## src/rtl/imem_loader_pkg.sv

```systemverilog
// imem_loader_pkg: shared state encoding and instruction-memory constants
package imem_loader_pkg;
  localparam int IMEM_DEPTH  = 1024;
  localparam int IMEM_ADDR_W = 10;
  localparam int INSTR_W     = 16;
  typedef enum logic [2:0] {IDLE, LEN_HI, LEN_LO, DATA_HI, DATA_LO, WRITE, FINISH} state_e;
  function automatic logic rx_state(state_e s);
    return s inside {LEN_HI, LEN_LO, DATA_HI, DATA_LO};
  endfunction
endpackage

```

## src/rtl/imem_loader_if.sv

```systemverilog
// imem_loader_if: byte-stream handshake, memory write port and CPU status of the loader
interface imem_loader_if #(parameter int ADDR_W = imem_loader_pkg::IMEM_ADDR_W);
  import imem_loader_pkg::*;
  logic               start;
  logic               rx_valid;
  logic [7:0]         rx_data;
  logic               rx_ready;
  logic               mem_we;
  logic [ADDR_W-1:0]  mem_addr;
  logic [INSTR_W-1:0] mem_wdata;
  logic               cpu_hold;
  logic               done;
  logic               error;
  modport master (output start, rx_valid, rx_data,
                  input  rx_ready, mem_we, mem_addr, mem_wdata, cpu_hold, done, error);
  modport slave  (input  start, rx_valid, rx_data,
                  output rx_ready, mem_we, mem_addr, mem_wdata, cpu_hold, done, error);
endinterface

```

## src/rtl/imem_loader.sv

```systemverilog
// imem_loader: assembles a big-endian byte stream into 16-bit words written to consecutive imem addresses
module imem_loader import imem_loader_pkg::*; #(
  parameter int DEPTH  = IMEM_DEPTH,
  parameter int ADDR_W = IMEM_ADDR_W
) (
  input logic          clk,
  input logic          reset,
  imem_loader_if.slave bus
);
  state_e             state_q, state_d;
  logic [15:0]        len_q;
  logic [ADDR_W-1:0]  addr_q;
  logic [INSTR_W-1:0] word_q;
  logic               rx_ready_q, mem_we_q, cpu_hold_q, done_q, error_q;
  logic               xfer, last, bad_len;
  logic [15:0]        len_full;
  assign xfer     = bus.rx_valid && rx_ready_q;
  assign len_full = {len_q[15:8], bus.rx_data};
  assign bad_len  = len_full > 16'(DEPTH);
  assign last     = 16'(addr_q) == len_q - 16'd1;
  // next state; receive states hold until a byte is transferred
  always_comb begin
    state_d = state_q;
    case (state_q)
      IDLE:    state_d = bus.start ? LEN_HI : IDLE;
      LEN_HI:  state_d = xfer ? LEN_LO : LEN_HI;
      LEN_LO:  state_d = !xfer ? LEN_LO : len_full == 16'd0 ? FINISH : bad_len ? IDLE : DATA_HI;
      DATA_HI: state_d = xfer ? DATA_LO : DATA_HI;
      DATA_LO: state_d = xfer ? WRITE : DATA_LO;
      WRITE:   state_d = last ? FINISH : DATA_HI;
      FINISH:  state_d = IDLE;
      default: state_d = IDLE;
    endcase
  end
  // state, datapath and outputs registered from the next state so they line up with it
  always_ff @(posedge clk) begin
    if (reset) begin
      state_q    <= IDLE;
      len_q      <= '0;
      addr_q     <= '0;
      word_q     <= '0;
      rx_ready_q <= 1'b0;
      mem_we_q   <= 1'b0;
      cpu_hold_q <= 1'b0;
      done_q     <= 1'b0;
      error_q    <= 1'b0;
    end else begin
      state_q    <= state_d;
      rx_ready_q <= rx_state(state_d);
      mem_we_q   <= state_d == WRITE;
      cpu_hold_q <= state_d != IDLE;
      if (state_q == IDLE && bus.start) begin
        done_q  <= 1'b0;
        error_q <= 1'b0;
        addr_q  <= '0;
        len_q   <= '0;
      end
      if (state_q == FINISH) done_q <= 1'b1;
      if (state_q == LEN_HI && xfer) len_q[15:8] <= bus.rx_data;
      if (state_q == LEN_LO && xfer) begin
        len_q[7:0] <= bus.rx_data;
        error_q    <= bad_len;
      end
      if (state_q == DATA_HI && xfer) word_q[15:8] <= bus.rx_data;
      if (state_q == DATA_LO && xfer) word_q[7:0] <= bus.rx_data;
      if (state_q == WRITE && !last) addr_q <= addr_q + 1'b1;
    end
  end
  assign bus.rx_ready  = rx_ready_q;
  assign bus.mem_we    = mem_we_q;
  assign bus.mem_addr  = addr_q;
  assign bus.mem_wdata = word_q;
  assign bus.cpu_hold  = cpu_hold_q;
  assign bus.done      = done_q;
  assign bus.error     = error_q;
endmodule

```

## src/flat_wrapper.sv

```systemverilog
// flat-port wrapper written by rule: the top's interface ports become plain ports
module imem_loader_flat import imem_loader_pkg::*;
#(
  parameter int DEPTH  = IMEM_DEPTH,
  parameter int ADDR_W = IMEM_ADDR_W
)
  (clk, reset, bus_start, bus_rx_valid, bus_rx_data, bus_rx_ready, bus_mem_we, bus_mem_addr, bus_mem_wdata, bus_cpu_hold, bus_done, bus_error);
  imem_loader_if #(.ADDR_W(ADDR_W)) bus_i ();
  input logic clk;
  input logic reset;
  input wire logic [$bits(bus_i.start)-1:0] bus_start;
  input wire logic [$bits(bus_i.rx_valid)-1:0] bus_rx_valid;
  input wire logic [$bits(bus_i.rx_data)-1:0] bus_rx_data;
  output wire logic [$bits(bus_i.rx_ready)-1:0] bus_rx_ready;
  output wire logic [$bits(bus_i.mem_we)-1:0] bus_mem_we;
  output wire logic [$bits(bus_i.mem_addr)-1:0] bus_mem_addr;
  output wire logic [$bits(bus_i.mem_wdata)-1:0] bus_mem_wdata;
  output wire logic [$bits(bus_i.cpu_hold)-1:0] bus_cpu_hold;
  output wire logic [$bits(bus_i.done)-1:0] bus_done;
  output wire logic [$bits(bus_i.error)-1:0] bus_error;
  assign bus_i.start = bus_start;
  assign bus_i.rx_valid = bus_rx_valid;
  assign bus_i.rx_data = bus_rx_data;
  assign bus_rx_ready = bus_i.rx_ready;
  assign bus_mem_we = bus_i.mem_we;
  assign bus_mem_addr = bus_i.mem_addr;
  assign bus_mem_wdata = bus_i.mem_wdata;
  assign bus_cpu_hold = bus_i.cpu_hold;
  assign bus_done = bus_i.done;
  assign bus_error = bus_i.error;
  imem_loader #(.DEPTH(DEPTH), .ADDR_W(ADDR_W)) u_core (.clk(clk), .reset(reset), .bus(bus_i));
endmodule
```

## config.mk

```make
export PLATFORM = sky130hd
export DESIGN_NAME = imem_loader_flat
export DESIGN_NICKNAME = d
export VERILOG_FILES = /design/src/rtl/imem_loader_pkg.sv /design/src/rtl/imem_loader_if.sv /design/src/rtl/imem_loader.sv /design/src/flat_wrapper.sv
export SDC_FILE = /design/constraint.sdc
export NUM_CORES = 1
export LEC_CHECK = 0
export BUFFER_PORTS_ARGS = -buffer_cell sky130_fd_sc_hd__buf_2
export CORE_MARGIN = 2
export CORE_UTILIZATION = 60
export DETAILED_ROUTE_END_ITERATION = 12
export PLACE_DENSITY_LB_ADDON = 0.15
export SETUP_SLACK_MARGIN = 0.02
export SLEW_MARGIN = 15
export SYNTH_ARGS = -nofsm -noshare
export SYNTH_HDL_FRONTEND = slang
export SYNTH_SLANG_ARGS = --single-unit
```

## constraint.sdc

```tcl
create_clock -name clk -period 7.5 [get_ports clk]
set_input_delay 1.5 -clock clk [delete_from_list [all_inputs] [get_ports clk]]
set_output_delay 1.5 -clock clk [all_outputs]
set_load 0.03 [all_outputs]
```

Word level (Yosys, flattened, before mapping) --
Cells that the tools add are included.
Cells by class: reduce and logical (&&, ||, !) cells 16, multiplexer cells 17, eq/ne operators 12, order comparisons 1, add/subtract/negate cells 2
Operators with widths (number):
- $mux 10 | 2
- $pmux 3 s6 | 1
- $eq 10x16->1 | 1
- $gt 16x11->1 const B | 1
- $logic_not 16->1 | 1
- $mux 16 | 1
- $mux 8 | 2
- $sub 16x1->16 const B | 1
- $eq 3x3->1 const B | 5
- $eq 3x2->1 const B | 4
- $mux 3 | 4
- $add 10x1->10 const B | 1
- $reduce_bool 2->1 | 4
- $logic_and 1x1->1 | 7
- $eq 3x1->1 const B | 2
- $mux 1 | 5
- $mux 2 | 2
- $reduce_bool 4->1 | 1
- $logic_not 3->1 | 1
- $reduce_bool 3->1 | 1
- $logic_not 1->1 | 1
Storage, ports and cells: word-level logic and storage cells 59, register bits after elaboration 50, output and inout bits 31, bits of input ports 12

Longest topological paths before layout --
depth in word-level cells 7, mapped depth 10

Least setup slack after synthesis --
Ideal clock, no wire load.
kind in2reg, start point in bus_rx_data[7], end point reg u_core.rx_ready_q, in the netlist u_core.bus.rx_ready, stages on the path 7, arrival time 2.770 ns, buffers on the path 0, setup slack 4.607 ns, path through nor4_1 > nand3_1 > mux2i_1 > o32a_1 > nand2_1 > nor2_1 > mux2_1
On the way: longest elaborated chain between the ends 7
Ends and longest elaborated chain:
- start: declaration | line flat_wrapper.sv:13 | input wire logic [$bits(bus_i.rx_data)-1:0] bus_rx_data;
- $gt 16x11->1 | line imem_loader.sv:19 | assign bad_len = len_full > 16'(DEPTH);
- $mux 2 | line imem_loader.sv:27 | LEN_LO: state_d = !xfer ? LEN_LO : len_full == 16'd0 ? FINISH : bad_len ? IDLE : DATA_HI;
- $mux 3 (*) (2 in series) | line imem_loader.sv:27
- $pmux 3 s6 (*) | line imem_loader.sv:24 | case (state_q)
- $eq 3x1->1 (tied with other cells) | line imem_loader_pkg.sv:8 | return s inside {LEN_HI, LEN_LO, DATA_HI, DATA_LO};
- $reduce_bool 4->1 (*) | line imem_loader_pkg.sv:8
- end signal: assignment | line imem_loader.sv:49 | rx_ready_q <= rx_state(state_d);
- end: declaration | line imem_loader.sv:14 | logic rx_ready_q, mem_we_q, cpu_hold_q, done_q, error_q;
Mark *: on every way between the ends. The rest lies on a longest branch, timed or not. A chain may end at the register's enable or synchronous reset.

Worst setup path in the final report --
start point reg u_core.len_q[3], end point reg u_core.rx_ready_q, in the netlist u_core.bus.rx_ready
On the way: longest elaborated chain between the ends 6
Ends and longest elaborated chain:
- start: declaration | line imem_loader.sv:11 | logic [15:0] len_q;
- start signal: assignment | line imem_loader.sv:61 | len_q[7:0] <= bus.rx_data;
- $sub 16x1->16 (*) | line imem_loader.sv:20 | assign last = 16'(addr_q) == len_q - 16'd1;
- $eq 10x16->1 (*) | line imem_loader.sv:20
- $mux 3 (*) | line imem_loader.sv:30 | WRITE: state_d = last ? FINISH : DATA_HI;
- $pmux 3 s6 (*) | line imem_loader.sv:24
- $eq 3x1->1 (tied with other cells) | line imem_loader_pkg.sv:8
- $reduce_bool 4->1 (*) | line imem_loader_pkg.sv:8
Marked as above.

==> flow_metrics.env <==
export IMPL_critPathLaunchType="flop"
export IMPL_pwr_share_clk_pct=34.1
export IMPL_ctsHoldBuffers=0
export IMPL_arrival_ns=3.25
export IMPL_path_cells="or4_4 > o41ai_2 > o2111ai_1 > nor4_1 > nor4b_2 > o21ai_1 > mux2_1"
export IMPL_syn_area_sq_um=2590
export IMPL_p_seq_share_pct=55.4
export IMPL_synth_avg_cell_area_sq_um=8.17
export IMPL_crit_slowest_cell="or4_4"
export IMPL_ioPinCount=43
export IMPL_p_switching_mw=0.141
export IMPL_rrSetupSlack_ns=4.45
export IMPL_crit_fanout=9
export IMPL_reg2reg_to="u_core.bus.rx_ready"
export IMPL_fin_skew_ns=0.0103
export IMPL_layout_drive_gt1_share_pct=16.3
export IMPL_synthDistinctLibCells=47
export IMPL_r2r_cells=7
export IMPL_leakage_nw=1.28
export IMPL_clkSlewWorstSetupHoldPaths_ns=0.10
export IMPL_clock_fmax_ghz=0.328
export IMPL_synth_seq_area_share_pct=38.6
export IMPL_drt_iter0_drc=188
export IMPL_synth_fp_nets=331
export IMPL_clock_latency_ns=0.31
export IMPL_post_cts_buffers=0
export IMPL_grt_max_degree=55
export IMPL_hpwl_mm=4.37
export IMPL_final_area_sq_um=2880
export IMPL_p_per_area_nw_per_um2=173
export IMPL_total_power_mw=0.498
export IMPL_end_kind="flop"
export IMPL_cts_root_buffer="clkbuf_8"
export IMPL_h_tree_depth=2
export IMPL_maxSlewHeadroom_pct=37.6
export IMPL_antenna_found_initial=0
export IMPL_wirelength_mm=6.00
export IMPL_ys_flop_type="dfxtp_1"
export IMPL_die_h_um=69.7
export IMPL_outcome="complete, no violations"
export IMPL_period_needed_ns=3.05
export IMPL_grt_first_pass_wirelength_mm=10.1
export IMPL_power_frac_comb_pct=10.5
export IMPL_cts_tree="built"
export IMPL_ant_nets=0
export IMPL_critPathLaunch="u_core.len_q[3]"
export IMPL_grt_usage_pct=25.6
export IMPL_dr_pass1_iters=4
export IMPL_yosys_warnings=0
export IMPL_cap_violations=0
export IMPL_drc=0
export IMPL_cts_resized=0
export IMPL_area_growth_pct=11.1
export IMPL_diodes=0
export IMPL_grt_overflow_total=0
export IMPL_fillers=342
export IMPL_num_vias=2412
export IMPL_synthArstFlopShare_pct=0
export IMPL_internal_power_mw=0.357
export IMPL_start_util_pct=63.4
export IMPL_dpl_cell_area_sq_um=2780
export IMPL_numCtsBuffers=5
export IMPL_grt_pass1_vias=2121
export IMPL_cts_num_sinks=50
export IMPL_core_sq_um=4090
export IMPL_routed_via_density=6.05
export IMPL_timing_final_crit_share_pct=40.6
export IMPL_ctsLongestPathBuffers=2
export IMPL_synth_edff_count=0
export IMPL_hold_violations=0
export IMPL_rsz0062_at_grt="false"
export IMPL_crit_type="flop to flop"
export IMPL_setup_tns_final_ns=0
export IMPL_wire_per_inst_um=15.0
export IMPL_max_stage_delay_ns=0.58
export IMPL_syn_inst=317
export IMPL_holdWs_ns=0.506
export IMPL_place_gp_congestion=0.894
export IMPL_finalNetCount=362
export IMPL_slew_violations=0
export IMPL_port_buffer_count=42
export IMPL_setup_violations=0
export IMPL_r2r_start="u_core.len_q[3]"
export IMPL_endpoint="u_core.bus.rx_ready"
export IMPL_dieArea_sq_um=4860
export IMPL_sw_frac_of_total_pct=28.2
export IMPL_die_w_um=69.7
export IMPL_rows=23
export IMPL_critPathRequiredTime_ns=7.70
export IMPL_worstMarginPinSlew_ns=0.929
export IMPL_ir_drop_uv=154
export IMPL_ys_ff_latch=50
export IMPL_hp_class="flop to flop"
[worst max-delay path, delay by kind of cell, from the launching register on]
| kind | cells | cell delay [ns] |
|---|---|---|
| multiplexers | 1 | 0.34 |
| flip-flops | 1 | 0.42 |
| AND/OR/NAND/NOR | 3 | 1.51 |
| AO/OA/AOI/OAI | 3 | 0.66 |
[cell type report]
class                           instances  area, sq um  share of cell area [%]
Tap cell                               50         62.6                    2.17
Timing Repair Buffer                   42          210                    7.31
Clock buffer                            5         68.8                    2.39
Multi-Input combinational cell        239         1470                    51.0
Clock inverter                          3         28.8                    1.00
Inverter                               10         37.5                    1.30
Sequential cell                        50         1000                    34.8
[worst min-delay path by stage]
stage,cells after the start,endpoint,startpoint
final,2,u_core.bus.mem_wdata[7],u_core.bus.mem_wdata[7]
after global routing,2,u_core.bus.mem_wdata[6],u_core.bus.mem_wdata[6]
after CTS,2,u_core.bus.mem_wdata[6],u_core.bus.mem_wdata[6]
after detailed placement,2,u_core.bus.mem_wdata[6],u_core.bus.mem_wdata[6]
after global placement,2,u_core.bus.mem_wdata[4],u_core.bus.mem_wdata[4]
after floorplan,2,u_core.len_q[14],u_core.len_q[14]
[metal layers]
layer	vias to the layer above	GRT usage [%]	part of all wire (%)
met3	15	5.52	5.6
met5	-	0	0
met4	0	10.7	2.0
li1	1195	-	-
met1	1120	34.1	46
met2	82	40.3	46
[cell usage in the layout, fill, tap and decap left out, types with 8 or more instances in the layout]
cell type	instances
xor2_1	8
a22oi_1	9
nor3_1	13
nand2_1	18
nor2_1	50
nand3_1	23
a21oi_1	19
and3_1	8
dfxtp_1	50
inv_1	10
o211ai_1	9
mux2i_1	19
buf_2	42
[sequential cells by signal (all words and copies together), names as in the netlist]
register              count
u_core.bus.rx_ready       1
u_core.len_q             16
u_core.bus.done           1
u_core.state_q            3
u_core.bus.mem_we         1
u_core.bus.mem_addr      10
u_core.bus.error          1
u_core.bus.cpu_hold       1
u_core.bus.mem_wdata     16
[synthesized netlist by cell type, types with 2 or more instances]
master,n,share of area (%)
dfxtp_1,50,39
nor2_1,50,7.2
nand3_1,23,4.4
a21oi_1,19,3.7
mux2i_1,19,7.3
nand2_1,18,2.6
clkbuf_1,13,1.9
nor3_1,13,2.5
inv_1,10,1.4
a22oi_1,9,2.6
o211ai_1,9,2.6
and3_1,8,1.9
xor2_1,8,2.7
nand2b_1,6,1.4
nand4_1,6,1.4
xnor2_1,6,2.0
nor4_1,5,1.2
o21ai_0,5,0.97
o2bb2ai_1,3,1.0
a31oi_1,2,0.48
buf_1,2,0.29
buf_6,2,0.87
ha_1,2,0.97
nor2b_1,2,0.48
o2111ai_1,2,0.68
o21ai_1,2,0.39
or2_2,2,0.48
or3_1,2,0.48
[power groups by stage]
stage	Combinational [mW]	Clock [mW]	Sequential, mW
after global placement	0.0512	0	0.282
after floorplan	0.0348	0	0.284
after detailed placement	0.0515	0	0.282
final	0.0521	0.170	0.276
after CTS	0.0518	0.173	0.276
after global routing	0.0574	0.185	0.277
[per-stage QoR]
step / setup WS [ns] / cells / util [%]
floorplan: 4.61 / 317 / -
global placement: 4.22 / 391 / 68.0
detailed placement: 4.21 / 391 / 68.0
CTS: 4.46 / 399 / 70.4
global route: 4.22 / 399 / 70.4
finish: 4.45 / 399 / 70.4
[cell families (layout without fill, tap and decap cells)]
| group | after synthesis | in the layout | synth area share (%) |
|---|---|---|---|
| compound gates | 61 | 61 | 16.0 |
| xor+xnor | 14 | 14 | 4.73 |
| fa+ha+maj | 2 | 2 | 0.966 |
| buf+inv | 28 | 60 | 4.69 |
| flops | 50 | 50 | 38.6 |
| mux | 20 | 20 | 7.78 |
| simple gates | 142 | 142 | 27.1 |
Power figures use the tool's default switching activity.
